$ cat config.mk
export PLATFORM = sky130hd
export DESIGN_NAME = alu_exec_unit
export DESIGN_NICKNAME = d
export VERILOG_FILES = /design/src/rtl/alu_exec_unit.sv
export SDC_FILE = /design/constraint.sdc
export NUM_CORES = 1
export LEC_CHECK = 0
export CAP_MARGIN = 20
export CORE_UTILIZATION = 45
export CTS_CLUSTER_SIZE = 40
export DETAILED_ROUTE_END_ITERATION = 10
export PLACE_DENSITY_LB_ADDON = 0.3
export SYNTH_ARGS = -nofsm -noshare
export SYNTH_HDL_FRONTEND = slang
export SYNTH_SLANG_ARGS = --single-unit
$ cat constraint.sdc
create_clock -name Clk -period 6.49 [get_ports Clk]
set_clock_uncertainty 0.05 [all_clocks]
set_input_delay 1.6225 -clock Clk [delete_from_list [all_inputs] [get_ports Clk]]
set_output_delay 1.6225 -clock Clk [all_outputs]
set_load 0.02 [all_outputs]
$ cat src/rtl/alu_exec_unit.sv
// Execute-stage ALU: single-cycle logic/arithmetic, bit-serial shifts,
// valid/ready handshakes on both the request and the result side.
//
// state   | meaning
// --------+------------------------------------------------------------
// S_IDLE  | waiting for a request; in_ready=1
// S_SHIFT | shifting shreg one bit per cycle until cnt runs out
// S_DONE  | result/zero/overflow held; out_valid=1 until out_ready
module alu_exec_unit #(
  parameter int WIDTH = 32
) (
  input  logic             Clk,
  input  logic             reset,
  input  logic             in_valid,
  output logic             in_ready,
  input  logic [3:0]       alu_ctr,
  input  logic             shift,
  input  logic [4:0]       shamt,
  input  logic [WIDTH-1:0] src_a,
  input  logic [WIDTH-1:0] src_b,
  output logic             out_valid,
  input  logic             out_ready,
  output logic [WIDTH-1:0] result,
  output logic             zero,
  output logic             overflow
);

  localparam logic [3:0] OP_AND  = 4'b0000;
  localparam logic [3:0] OP_OR   = 4'b0001;
  localparam logic [3:0] OP_ADD  = 4'b0010;
  localparam logic [3:0] OP_SLL  = 4'b0011;
  localparam logic [3:0] OP_SRL  = 4'b0100;
  localparam logic [3:0] OP_SUB  = 4'b0110;
  localparam logic [3:0] OP_SLT  = 4'b0111;
  localparam logic [3:0] OP_SLTU = 4'b1000;
  localparam logic [3:0] OP_ADDU = 4'b1001;
  localparam logic [3:0] OP_SUBU = 4'b1010;
  localparam logic [3:0] OP_LUI  = 4'b1011;
  localparam logic [3:0] OP_NOR  = 4'b1100;
  localparam logic [3:0] OP_XOR  = 4'b1101;
  localparam logic [3:0] OP_SRA  = 4'b1110;

  typedef enum logic [1:0] {S_IDLE, S_SHIFT, S_DONE} state_t;
  typedef enum logic [1:0] {SH_LL, SH_RL, SH_RA} sh_kind_t;

  state_t           state_q, state_d;
  sh_kind_t         sh_kind_q;
  logic [WIDTH-1:0] shreg_q;
  logic [4:0]       cnt_q;

  logic             is_shift;
  logic [4:0]       amount;
  logic [WIDTH-1:0] sum, diff, alu_res, sh_next;
  logic             add_ovf, sub_ovf, alu_ovf;
  sh_kind_t         sh_kind_in;

  assign is_shift = (alu_ctr == OP_SLL) || (alu_ctr == OP_SRL) || (alu_ctr == OP_SRA);
  assign amount   = shift ? shamt : src_a[4:0];
  assign sum      = src_a + src_b;
  assign diff     = src_a - src_b;
  // Signed overflow: result sign disagrees with what the operand signs imply.
  assign add_ovf  = (src_a[WIDTH-1] == src_b[WIDTH-1]) && (sum[WIDTH-1]  != src_a[WIDTH-1]);
  assign sub_ovf  = (src_a[WIDTH-1] != src_b[WIDTH-1]) && (diff[WIDTH-1] != src_a[WIDTH-1]);

  always_comb begin
    alu_res = '0;
    alu_ovf = 1'b0;
    case (alu_ctr)
      OP_AND:  alu_res = src_a & src_b;
      OP_OR:   alu_res = src_a | src_b;
      OP_ADD:  begin alu_res = sum;  alu_ovf = add_ovf; end
      OP_SUB:  begin alu_res = diff; alu_ovf = sub_ovf; end
      OP_ADDU: alu_res = sum;
      OP_SUBU: alu_res = diff;
      OP_SLT:  alu_res = {{(WIDTH-1){1'b0}}, ($signed(src_a) < $signed(src_b))};
      OP_SLTU: alu_res = {{(WIDTH-1){1'b0}}, (src_a < src_b)};
      OP_LUI:  alu_res = src_b << 16;
      OP_NOR:  alu_res = ~(src_a | src_b);
      OP_XOR:  alu_res = src_a ^ src_b;
      default: begin alu_res = '0; alu_ovf = 1'b0; end
    endcase
  end

  always_comb begin
    sh_kind_in = SH_LL;
    case (alu_ctr)
      OP_SRL:  sh_kind_in = SH_RL;
      OP_SRA:  sh_kind_in = SH_RA;
      default: sh_kind_in = SH_LL;
    endcase
  end

  always_comb begin
    sh_next = shreg_q;
    case (sh_kind_q)
      SH_LL:   sh_next = {shreg_q[WIDTH-2:0], 1'b0};
      SH_RL:   sh_next = {1'b0, shreg_q[WIDTH-1:1]};
      SH_RA:   sh_next = {shreg_q[WIDTH-1], shreg_q[WIDTH-1:1]};
      default: sh_next = shreg_q;
    endcase
  end

  always_ff @(posedge Clk) begin
    if (reset) state_q <= S_IDLE;
    else       state_q <= state_d;
  end

  always_comb begin
    state_d = state_q;
    case (state_q)
      S_IDLE: begin
        if (in_valid) begin
          if (is_shift && (amount != 5'd0)) state_d = S_SHIFT;
          else                              state_d = S_DONE;
        end
      end
      S_SHIFT: if (cnt_q <= 5'd1) state_d = S_DONE;
      S_DONE:  if (out_ready)     state_d = S_IDLE;
      default: state_d = S_IDLE;
    endcase
  end

  always_comb begin
    in_ready  = (state_q == S_IDLE);
    out_valid = (state_q == S_DONE);
  end

  always_ff @(posedge Clk) begin
    if (reset) begin
      result    <= '0;
      zero      <= 1'b0;
      overflow  <= 1'b0;
      shreg_q   <= '0;
      cnt_q     <= 5'd0;
      sh_kind_q <= SH_LL;
    end else begin
      case (state_q)
        S_IDLE: begin
          if (in_valid) begin
            if (is_shift) begin
              shreg_q   <= src_b;
              cnt_q     <= amount;
              sh_kind_q <= sh_kind_in;
              overflow  <= 1'b0;
              if (amount == 5'd0) begin
                result <= src_b;
                zero   <= (src_b == '0);
              end
            end else begin
              result   <= alu_res;
              zero     <= (alu_res == '0);
              overflow <= alu_ovf;
            end
          end
        end
        S_SHIFT: begin
          shreg_q <= sh_next;
          cnt_q   <= cnt_q - 5'd1;
          // Final step: publish the shifted value directly, no extra cycle.
          if (cnt_q <= 5'd1) begin
            result <= sh_next;
            zero   <= (sh_next == '0);
          end
        end
        default: ;
      endcase
    end
  end

endmodule

After elaboration in Yosys (flattened, before gate mapping)

Cells that the tools add are included.

Bitwise gates (word level): 4
Reduce and logical (&&, ||, !) cells: 21
Magnitude comparators: 3
Add/subtract/negate cells: 3
Eq/ne operators: 26
Mux-type cells: 27

Operators by type and width:

| kind               | number |
|---|---|
| $pmux 32 s9        | 1 |
| $mux 32            | 6 |
| $pmux 32 s2        | 2 |
| $logic_not 32->1   | 3 |
| $pmux 32 s3        | 1 |
| $lt 32x32->1       | 2 |
| $add 32x32->32     | 1 |
| $and 32x32->32     | 1 |
| $not 32->32        | 1 |
| $or 32x32->32      | 1 |
| $sub 32x32->32     | 1 |
| $xor 32x32->32     | 1 |
| $eq 4x4->1 const B | 7 |
| $mux 5             | 3 |
| $eq 4x3->1 const B | 3 |
| $pmux 5 s2         | 1 |
| $reduce_and 3->1   | 3 |
| $eq 4x2->1 const B | 2 |
| $mux 2             | 4 |
| $pmux 2 s3         | 1 |
| $le 5x1->1 const B | 1 |
| $logic_not 5->1    | 1 |
| $mux 1             | 5 |
| $reduce_bool 5->1  | 1 |
| 19 further kinds   | 31 |

Flip-flop bits (word level): 75
Output and inout bits: 36
Bits of input ports: 78

Logic depth before layout (Yosys ltp)

Depth after elaboration: 7
Mapped depth: 15
Depth with buffers taken out: 14

Worst setup path after synthesis

Ideal clock, no wire load.

Path type: input to register
Start point: input port src_b[6]
End point: register zero
Cell stages on the path: 14
Required time: 6381 ps
Arrival time: 4408 ps
Setup slack: 1973 ps
Path through: inv_1 > ha_1 > buf_6 > nor3_2 > a221oi_1 > nand3_2 > o211ai_4 > o221ai_4 > mux2i_1 > a2111o_1 > nor4_1 > nand4_1 > nor4_1 > a31o_1

Cells in the longest elaborated chain, start to end: 7

Ends and longest elaborated chain:

| element                                                | line | source |
|---|---|---|
| start, declared                                        | 20   | `input logic [WIDTH-1:0] src_b,` |
| branches (longest 4 deep; another with $sub 32x32->32) | n/a  |  |
| $mux 1 (*)                                             | 140  | `if (is_shift) begin` |
| $mux 1 (*)                                             | 139  | `if (in_valid) begin` |
| $pmux 1 s2 (*)                                         | 137  | `case (state_q)` |
| end signal, assigned                                   | 147  | `zero <= (src_b == '0);` |
| end signal, assigned                                   | 151  | `zero <= (alu_res == '0);` |
| end signal, assigned                                   | 162  | `zero <= (sh_next == '0);` |
| end, declared                                          | 24   | `output logic zero,` |

Mark *: on every way between the ends. The select of a mux whose other input is x is not followed.
A chain may end at the register's enable or synchronous reset.

Final worst setup path

Start point: input port src_b[5]
End point: register zero

The elaborated chain is that of the path after synthesis.

==> flow_summary_export.csv <==
group,metric,value,unit
outcome,status,"finished, final reports clean",
floorplan,coreArea,0.02264,mm²
drt,routedWlPerCell,25.15,µm
floorplan,die-area,0.02376,mm²
timing,fin_tns_setup,0,ns
place,post_dp_cell_area,0.01181,mm²
synthesis,ys_warn_count,0,
timing,slew-limit-headroom,0.2134,
worst_setup_path,cp.required,6.72,ns
worst_setup_path,path_depth,14,
timing,clock.fmax,170.7,MHz
finish,drive_gt1_frac,0.07722,
worst_setup_path,endpoint,"zero",
timing,finalSetupViolations,0,
synthesis,synth-edff-count,0,
global_route,first_global_vias,11480,
power_and_ir_drop,sequentialPowerShare,0.256,
synthesis,synth_cell_types,96,
power_and_ir_drop,leakagePower,4.716,nW
finish,area_growth,16.46,%
worst_setup_path,crit_family,"compound AO/OA/AOI/OAI gates",
power_and_ir_drop,net-switching-power,0.8616,mW
worst_setup_path,critPathArrivalTime,6.09,ns
global_route,antenna_found_initial,1,
clock_tree,clkSlewWorstSetupHoldPaths,0.06,ns
global_route,grt_start_max_net_pins,76,
worst_setup_path,crit_fanout,10,
worst_setup_path,critPathKind,"input port to flop",
power_and_ir_drop,powerDensity,169.4,mW/mm²
drt,wirelength,46640,µm
clock_tree,cts_tree,"yes",
global_route,overflow,0,
clock_tree,htree_levels,3,
worst_setup_path,cp-start-kind,"input port",
place,dp.cells,1836,
place,port_buffers,113,
synthesis,synth_area_per_cell,6.953,µm²
worst_setup_path,crit_slowest_cell,"clkdlybuf4s50_1",
clock_tree,cts.path.max_buffers,2,
drt,vias_per_cell,6.854,
timing,min_period,5.859,ns
drt,num_vias,12710,
clock_tree,postCtsResizedCells,0,
worst_setup_path,cpPeakStageDelay,0.82,ns
floorplan,num_io_pins,114,
global_route,grt_first_pass_wirelength,69570,µm
drt,drt-initial-drc-count,1817,
min_path,hold_path.class,"flop to flop",
worst_setup_path,critPathBufInv,2,
timing,finalCritPeriodShare,0.9028,
power_and_ir_drop,switching_share,0.4193,
finish,design_area,0.01213,mm²
floorplan,rows,55,
power_and_ir_drop,vdd.ir_drop.worst,117.0,µV
finish,fin_cells,1854,
synthesis,syn_area,0.01041,mm²
synthesis,synth-seq-area-share,0.1442,
clock_tree,clock_sinks,75,
clock_tree,cts_made_buffers,9,
synthesis,synthFlopType,"dfxtp_1",
worst_setup_path,critPathMostFrequentCell,"nor4_1",
drt,drc,0,
power_and_ir_drop,internal_power,1.193,mW
timing,finalHoldViolations,0,
worst_setup_path,reg2reg_depth,8,
worst_setup_path,path_cells,"clkdlybuf4s50_1, inv_1, ha_1, nor2b_1, a221oi_1, nand3_2, o211ai_4, o221ai_4, mux2i_1, a2111o_1, nor4_1, nand4_1, nor4_1, a31o_1",
timing,rsz0062_at_grt,"false",
floorplan,die-width,154.1,µm
synthesis,syn_inst,1498,
timing,worst_pin_slew,1.180,ns
worst_setup_path,timing.rr.start,"sh_kind_q[0]",
finish,nFillCells,2249,
floorplan,start_util,0.4600,
clock_tree,clock-root-buffer,"clkbuf_16",
synthesis,syn_nets,1679,
clock_tree,post_cts_buffers,0,
power_and_ir_drop,p_clk_frac,0.267,
run,max-cap-violations,0,
drt,drtPass1Iterations,7,
finish,final_nets,1743,
worst_setup_path,r2r-end,"zero",
place,gp_congestion,1.037,
place,dp_hpwl,35340,µm
clock_tree,ctsHoldBuffers,0,
worst_setup_path,cp-end-kind,"flop",
timing,whs,0.4028,ns
synthesis,synthArstFlopShare,0,
power_and_ir_drop,pwr-share-comb,0.477,
synthesis,ys_seq_elements,75,
clock_tree,clk_latency,0.35,ns
worst_setup_path,r2r_setup_slack,3.02,ns
drt,ant_nets,0,
global_route,track_usage,0.3824,
floorplan,die_y,154.1,µm
worst_setup_path,worstSetupStartpoint,"src_b[5]",
timing,slew_viol_final,0,
==> flip-flops by register name, summed over array words and instances (netlist names) <==
| name | flops |
|---|---|
| zero | 1 |
| sh_kind_q | 2 |
| state_q | 2 |
| cnt_q | 5 |
| overflow | 1 |
| result | 32 |
| shreg_q | 32 |
==> cell usage in the layout (no fill, tap or decap), types with 17 or more instances in the layout <==
cell type        synthesis  routed
clkdlybuf4s50_1          0     112
nor2_1                 132     130
nor3_1                  41      41
o211ai_1                40      40
nor4_1                  23      23
o31ai_1                 17      17
a22oi_1                 21      21
a221oi_1                18      18
ha_1                   101     101
buf_4                    6      52
a211oi_1                39      39
nand4_1                 24      24
o21ai_0                 81      81
o22a_1                  25      25
nand2b_1                20      20
nand3_1                 35      35
inv_1                  103     103
dfxtp_1                 75      75
nand2_1                127     127
a21oi_1                189     188
a31oi_1                 22      22
==> power by group through the flow <==
stage / clock network (mW) / logic (mW) / registers [mW]
2_1_floorplan: 0 / 0.572 / 0.549
3_3_place_gp: 0 / 0.943 / 0.534
3_5_place_dp: 0 / 0.943 / 0.534
4_1_cts: 0.552 / 0.949 / 0.525
5_1_grt: 0.573 / 1.04 / 0.530
6_report: 0.549 / 0.980 / 0.526
==> worst reg2reg max path: stages (launching register included) <==
cell and delay [ns]:
dfxtp_1 0.93, nand2_1 0.71, o22ai_1 0.34, nor2_1 0.15
or4_1 0.46, nor4_1 0.35, nand2_1 0.11, a31oi_1 0.20
a31o_1 0.11
==> metal layers <==
metal | wire [µm] | up-vias | GRT usage
met5 | 0 | - | 0
met4 | 2733 | 0 | 0.2038
met3 | 5359 | 163 | 0.07244
met2 | 19410 | 919 | 0.5669
met1 | 19130 | 5917 | 0.5213
li1 | - | 5708 | -
==> layout make-up <==
cell class | instances | area [µm²] | share of cell area
Clock inverter | 5 | 85.08 | 0.007015
Timing Repair Buffer | 167 | 1556 | 0.1283
Clock buffer | 11 | 232.7 | 0.01919
Antenna cell | 2 | 5.005 | 0.0004126
Sequential cell | 75 | 1501 | 0.1238
Multi-Input combinational cell | 1203 | 7994 | 0.6591
Tap cell | 285 | 356.6 | 0.02940
Inverter | 106 | 397.9 | 0.03280
==> metrics by stage <==
step                      worst slack [ns]  total power, mW  utilization
after global routing                0.5317            2.138       0.5355
after floorplan                      1.973            1.121            -
after CTS                           0.7686            2.025       0.5355
final                               0.6309            2.055       0.5357
after global placement              0.5058            1.477       0.5215
after detailed placement            0.4327            1.477       0.5215
==> synthesized netlist by cell type (7+ instances only) <==
| cell | n | area, µm² |
|---|---|---|
| a221o_1 | 11 | 110.1 |
| nor4_1 | 23 | 143.9 |
| nand4_1 | 24 | 150.1 |
| dfxtp_1 | 75 | 1501 |
| o211ai_1 | 40 | 300.3 |
| or2_2 | 9 | 56.30 |
| inv_1 | 103 | 386.6 |
| a211o_1 | 10 | 87.58 |
| nor2_1 | 132 | 495.5 |
| nor3_1 | 41 | 205.2 |
| a21o_1 | 13 | 97.59 |
| mux2i_1 | 11 | 110.1 |
| o22ai_1 | 14 | 87.58 |
| a21oi_1 | 189 | 945.9 |
| o21a_1 | 13 | 97.59 |
| buf_2 | 15 | 75.07 |
| a211oi_1 | 39 | 292.8 |
| xnor2_1 | 7 | 61.31 |
| o31ai_1 | 17 | 127.6 |
| clkbuf_1 | 75 | 281.5 |
| and2_1 | 10 | 62.56 |
| o22a_1 | 25 | 219.0 |
| nor2b_1 | 13 | 81.33 |
| nand2_1 | 127 | 476.7 |
| and3_1 | 8 | 50.05 |
| nand2b_1 | 20 | 125.1 |
| o21ai_0 | 81 | 405.4 |
| buf_6 | 7 | 78.83 |
| o21bai_1 | 7 | 52.55 |
| o221ai_1 | 10 | 87.58 |
| a221oi_1 | 18 | 157.7 |
| ha_1 | 101 | 1264 |
| a22oi_1 | 21 | 157.7 |
| nand3_1 | 35 | 175.2 |
| a31oi_1 | 22 | 137.6 |
==> worst min path at each step <==
| stage | startpoint | endpoint | slack [ns] | depth (start not counted) |
|---|---|---|---|---|
| after global routing | result[3] | result[3] | 0.43 | 2 |
| final | result[5] | result[5] | 0.40 | 2 |
| after floorplan | cnt_q[4] | cnt_q[4] | 0.40 | 2 |
| after CTS | result[5] | result[5] | 0.40 | 2 |
| after detailed placement | result[5] | result[5] | 0.40 | 2 |
| after global placement | result[5] | result[5] | 0.39 | 2 |
==> kinds of logic (layout without fill, tap and decap cells) <==
| logic type | Yosys count | count (layout) | synth area share |
|---|---|---|---|
| simple gates | 479 | 479 | 0.2259 |
| xor+xnor | 8 | 8 | 0.006728 |
| fa+ha+maj | 103 | 103 | 0.1252 |
| buf+inv | 220 | 289 | 0.09262 |
| mux | 15 | 15 | 0.01490 |
| other cells | 0 | 2 | 0 |
| flops | 75 | 75 | 0.1442 |
| compound gates | 598 | 598 | 0.3906 |
Note: power is estimated with default switching activity, not from simulation.
==> edit 1: new RTL, config.mk and constraints unchanged <==
Put one more register stage on the output `overflow`. The value now appears one clock later. The other outputs are not delayed to match.
--- a/src/rtl/alu_exec_unit.sv
+++ b/src/rtl/alu_exec_unit.sv
@@ -44,2 +44,4 @@
   typedef enum logic [1:0] {SH_LL, SH_RL, SH_RA} sh_kind_t;
+
+  logic overflow_s0;
 
@@ -131,3 +133,3 @@
       zero      <= 1'b0;
-      overflow  <= 1'b0;
+      overflow_s0 <= 1'b0;
       shreg_q   <= '0;
@@ -143,3 +145,3 @@
               sh_kind_q <= sh_kind_in;
-              overflow  <= 1'b0;
+              overflow_s0 <= 1'b0;
               if (amount == 5'd0) begin
@@ -151,3 +153,3 @@
               zero     <= (alu_res == '0);
-              overflow <= alu_ovf;
+              overflow_s0 <= alu_ovf;
             end
@@ -169,2 +171,6 @@
 
+  always_ff @(posedge Clk) begin
+    overflow <= overflow_s0;
+  end
+
 endmodule
Formal check against the unedited RTL: not equivalent (Yosys sat finds a counterexample within 4 cycles, from zero or initial values and one cycle with reset high).
==> edit 1 against the original RTL <==
Clock power shrank 5.6%. Largest power group unchanged. Wire length grew 1.7%. Power shrank 0.93%. Critical endpoint unchanged. Sequential cell count grew 1. Worst hold slack lost 0.098 ns. Worst setup slack lost 0.065 ns. Cell area shrank 0.13%. Highest routed layer unchanged. Area after synthesis grew 0.19%.
==> edit 1: results (changes against the original RTL) <==
- The post-route total power came to 2.04 mW (-0.93%).
- The fraction of final layout cells with drive strength greater than 1 is 7.67% (-0.054 points).
- The final cell count without fillers was 1850 (-0.22%).
- The flip-flop and latch count is 76 (+1.3%).
- The worst supply voltage drop on vdd is 0.000123 V (+5.5%).
- The instance area at placement is 0.0118 sq mm (about the same).
- The global-route track usage on met1 was 53.0% (+0.83 points).
- The number of antenna cells inserted is 0 (-2).
- The post-synthesis share of cell area spent on xor and xnor gates is 0.671% (-0.0013 points).
- The number of hold buffers added after CTS was 0 (unchanged).
- The number of port buffers is 113 (unchanged).
- The number of antenna violations at the first check in global routing is 0 (-1).
- The flow ran to the end, and the final reports show no timing, DRC or antenna violations.
- The synthesized instance count is 1499 (+0.067%).
- The final weighted congestion of routability-driven global placement came to 1.03 (-1.0%).
- The clock-net power is 0.518 mW (-5.6%).
- The net count of the finished layout is 1741 (-0.11%).
- The HPWL after detailed placement was 35900 microns (+1.6%).
- The launch instance of the worst register-to-register path is sh_kind_q[0].
- The wire length on met1 is 19800 microns (+3.4%).
- The routing usage on met2 is 59.8% (+3.1 points).
- The post-synthesis sequential area ratio is 14.6% (+0.16 points).
- The global-route wire length before repair came to 71100 microns (+2.2%).
- The switching power as a share of total power was 43.0% (+1.0 points).
- The relative area of non-clock buffer cells in the final design is 12.7% (-0.11 points).
- After synthesis, the cell types taking the most area are dfxtp_1 (15%), ha_1 (12%), a21oi_1 (9.1%).
- The number of inserted filler cells in the final layout is 2270 (+0.93%).
- The adder and majority gate portion of the synthesized area came to 12.5% (-0.024 points).
- The worst slack at placement is 0.347 ns (-0.0852 ns).
- The via count of the first global-routing pass came to 11500 (+0.12%).
- The met3 wire length is 5220 microns (-2.6%).
- The final wirelength is 47400 microns (+1.7%).
- The worst hold path begins at overflow_s0.
- The number of non-clock buffers in the layout is 164 (-1.8%).
- The post-layout utilization of the core came to 53.3% (-0.23 points).
- The fraction of standard cell area in multi-input logic is 66.0% (+0.088 points).
- The total global-route track usage was 39.1% (+0.81 points).
- The fraction of area in registers is 12.6% (+0.18 points).
- The met3 global-route usage is 8.35% (+1.1 points).
- The length of the first detailed-routing pass in iterations is 6 (-1).
- The share of synthesized area spent on multiplexers came to 1.49% (-0.0029 points).
- The max-slew headroom at the worst pin is 20.0% (-1.3 points).
- The power drawn by the combinational cells is 0.986 mW (+0.6%).
- The fraction of area in clock buffers and inverters was 2.49% (-0.13 points).
- The compound-cell area share of the yosys netlist is 39.0% (-0.075 points).
- The static leakage power is 4.70 nW (-0.25%).
- The arrival time at the worst endpoint is 6.17 ns (+0.08 ns).
- The starting DRC count in detailed routing was 1543 (-15%).
- The maximum single-stage delay on the critical path is 0.80 ns (-0.02 ns).
- The post-placement cell count is 1833 (-0.16%).
- The largest net degree at the start of global routing came to 75 (-1.3%).
- The average via count per standard cell is 6.84 (-0.26%).
- The classification of the worst-slack hold path is reg2reg.
- The sum of met2 wire segment lengths after detailed routing came to 20100 microns (+3.7%).
edit 1: cell types whose count changed after synthesis:
cell / before / now
dfxtp_1: 75 / 76
edit 1: worst register-to-register path, stage by stage (launching register included):
cell	delay [ns]
dfxtp_1	0.93
nand2_1	0.70
o22ai_1	0.33
nor2_1	0.15
or4_1	0.48
nor4_1	0.33
nand2_1	0.10
a31oi_1	0.21
a31o_1	0.12
edit 1: cell families after synthesis:
family                   after synthesis
adder cells (fa/ha/maj)              103
flip-flops                            76
AND/OR/NAND/NOR                      479
XOR/XNOR                               8
buffers and inverters                220
multiplexers                          15
AO/OA/AOI/OAI                        598
edit 1: final timing paths:
| kind | endpoint | slack (ns) | cells past startpoint |
|---|---|---|---|
| min reg2reg | overflow | 0.31 | 0 |
| min | overflow | 0.31 | 0 |
| max | zero | 0.57 | 14 |
| max reg2reg | zero | 3.04 | 8 |
==> edit 2: new RTL, config.mk and constraints unchanged <==
Made on the original files. Change the parameter `WIDTH` from 32 to 16.
--- a/src/rtl/alu_exec_unit.sv
+++ b/src/rtl/alu_exec_unit.sv
@@ -9,3 +9,3 @@
 module alu_exec_unit #(
-  parameter int WIDTH = 32
+  parameter int WIDTH = 16
 ) (
Ports: changed (resized result, src_a and src_b); port bits go from 114 to 66. No check against the original RTL was run, so the function may have changed too.
==> edit 2 against the original RTL <==
Sequential cell count decreased by 32. Critical path depth decreased by 6. Core utilization increased by 0.065 points. Non-clock buffer count decreased by 91. Cell area decreased by 46%. Area after synthesis decreased by 45%. Power decreased by 42%. Wire length decreased by 60%. Worst setup slack improved by 0.89 ns. Via count decreased by 50%. Largest cell class unchanged. Sequential power decreased by 34%.
==> edit 2: results (changes against the original RTL) <==
- The via count of the first global-routing pass is 5603 (-51%).
- The worst supply voltage drop on vdd came to 0.000136 V (+16%).
- The clock root buffer is clkbuf_16.
- The count of yosys warnings during synthesis came to 0 (unchanged).
- The total global-route track usage was 28.7% (-9.5 points).
- The switching component of the power is 0.495 mW (-43%).
- The average via count per standard cell is 6.35 (-7.4%).
- The final weighted congestion of routability-driven global placement is 0.984 (-5.0%).
- The biggest fanout along the worst timing path came to 21 (+11).
- By area the synthesized netlist is led by dfxtp_1 (15%), ha_1 (12%), nor2_1 (5.4%).
- The static leakage power is 2.55 nW (-46%).
- The net count after synthesis is 923 (-45%).
- The number of inserted filler cells in the final layout is 1229 (-45%).
- The clock latency of the later-clocked register in the worst-skew pair came to 0.29 ns (-0.06 ns).
- The final cell count without fillers was 1008 (-46%).
- The clock buffer count from CTS is 5 (-4).
- The post-synthesis cell type count is 82 (-15%).
- In the final layout, the registers with the most flip-flops are result x16, shreg_q x16, cnt_q x5.
- The run finished with clean final reports.
- The HPWL after detailed placement came to 14000 microns (-61%).
- The number of port buffers came to 65 (-42%).
- The fraction of final layout cells with drive strength greater than 1 is 4.76% (-3.0 points).
- The commonest cells after synthesis are nor2_1 (83), nand2_1 (80), a21oi_1 (60), ha_1 (57), inv_1 (54).
- The share of synthesized flip-flops with an asynchronous set or reset came to 0% (unchanged).
- The number of antenna cells inserted is 0 (-2).
- The length of the first detailed-routing pass in iterations came to 7 (unchanged).
- The global-route wire length before repair came to 29900 microns (-57%).
- The number of H-tree levels was 2 (-1).
- The starting DRC count in detailed routing is 748 (-59%).
- The max-slew headroom at the worst pin is 45.5% (+24 points).
- The launch instance of the worst register-to-register path is state_q[1].
- The classification of the worst-slack hold path is reg2reg.
- The maximum number of buffers from clock root to sink is 2 (unchanged).
- The synthesized instance count came to 818 (-45%).
- The startpoint of the lowest-slack hold path is result[8].
- The post-CTS resize count is 0 (unchanged).
- Tracing the worst setup path back leads to its startpoint at alu_ctr[0].
- The DRC violation count after routing is 0 (unchanged).
- The post-synthesis sequential area ratio was 15.0% (+0.59 points).
- The largest net degree at the start of global routing came to 46 (-39%).
- The net count of the finished layout is 945 (-46%).
- The average wire per standard cell is 18.6 microns (-26%).
- The clock input transition at the sequential cells of the worst setup and hold paths came to 0.06 ns (about the same).
- The number of antenna violations at the first check in global routing was 0 (-1).
- The count of buffers added by post-CTS timing repair for setup is 0 (unchanged).
- The arrival time at the worst endpoint was 5.08 ns (-1.01 ns).
==> edit 2: final timing paths <==
kind             endpoint  slack, ns  cells after the start
max          sh_kind_q[1]       1.52                      8
min             result[8]       0.40                      2
max reg2reg          zero       4.03                      9
min reg2reg     result[8]       0.40                      2
==> edit 2: critical path, stage by stage <==
cell	delay [ns]
clkdlybuf4s50_1	0.98
or3b_1	0.61
a21oi_1	0.23
or2_1	0.56
and3b_1	0.68
nand2_1	0.16
a32oi_1	0.18
nor2_1	0.06
==> edit 2: per-layer routing <==
layer / wire length [microns] / global-route usage (%) / vias to the layer above
li1: - / - / 3048
met1: 8600 / 40.7 / 2934
met2: 7950 / 43.8 / 355
met3: 1500 / 4.22 / 60
met4: 709 / 10.6 / 0
met5: 0 / 0 / -
==> edit 2: through the flow <==
step	area (sq um)	setup WS (ns)	hold slack, ns
2_1_floorplan	5740	2.52	0.409
6_report	6550	1.52	0.399
5_1_grt	6550	1.32	0.426
4_1_cts	6550	1.59	0.403
3_5_place_dp	6410	1.29	0.395
3_3_place_gp	6410	1.33	0.391
==> edit 2: kinds of logic after synthesis <==
kind of cell,Yosys count,share of synthesized area [%]
DFF,43,15.0
and+or+nand+nor,311,26.8
AOI/OAI and AO/OA,276,34.4
muxes,9,1.61
xor gates and xnor gates,4,0.611
adders and majority gates,59,13.1
buffers and inverters,116,8.44
==> edit 2: area by class of cell <==
cell class,instances,share of cell area (%)
Clock buffer,6,2.12
Clock inverter,1,0.0764
Inverter,55,3.15
Multi-Input combinational cell,659,67.1
Sequential cell,43,13.1
Tap cell,168,3.21
Timing Repair Buffer,76,11.2
==> edit 2: power groups by stage <==
| stage | clock [mW] | combinational (mW) | sequential (mW) |
|---|---|---|---|
| 2_1_floorplan | 0 | 0.378 | 0.358 |
| 3_3_place_gp | 0 | 0.578 | 0.350 |
| 3_5_place_dp | 0 | 0.580 | 0.349 |
| 4_1_cts | 0.259 | 0.582 | 0.344 |
| 5_1_grt | 0.267 | 0.648 | 0.351 |
| 6_report | 0.253 | 0.594 | 0.345 |
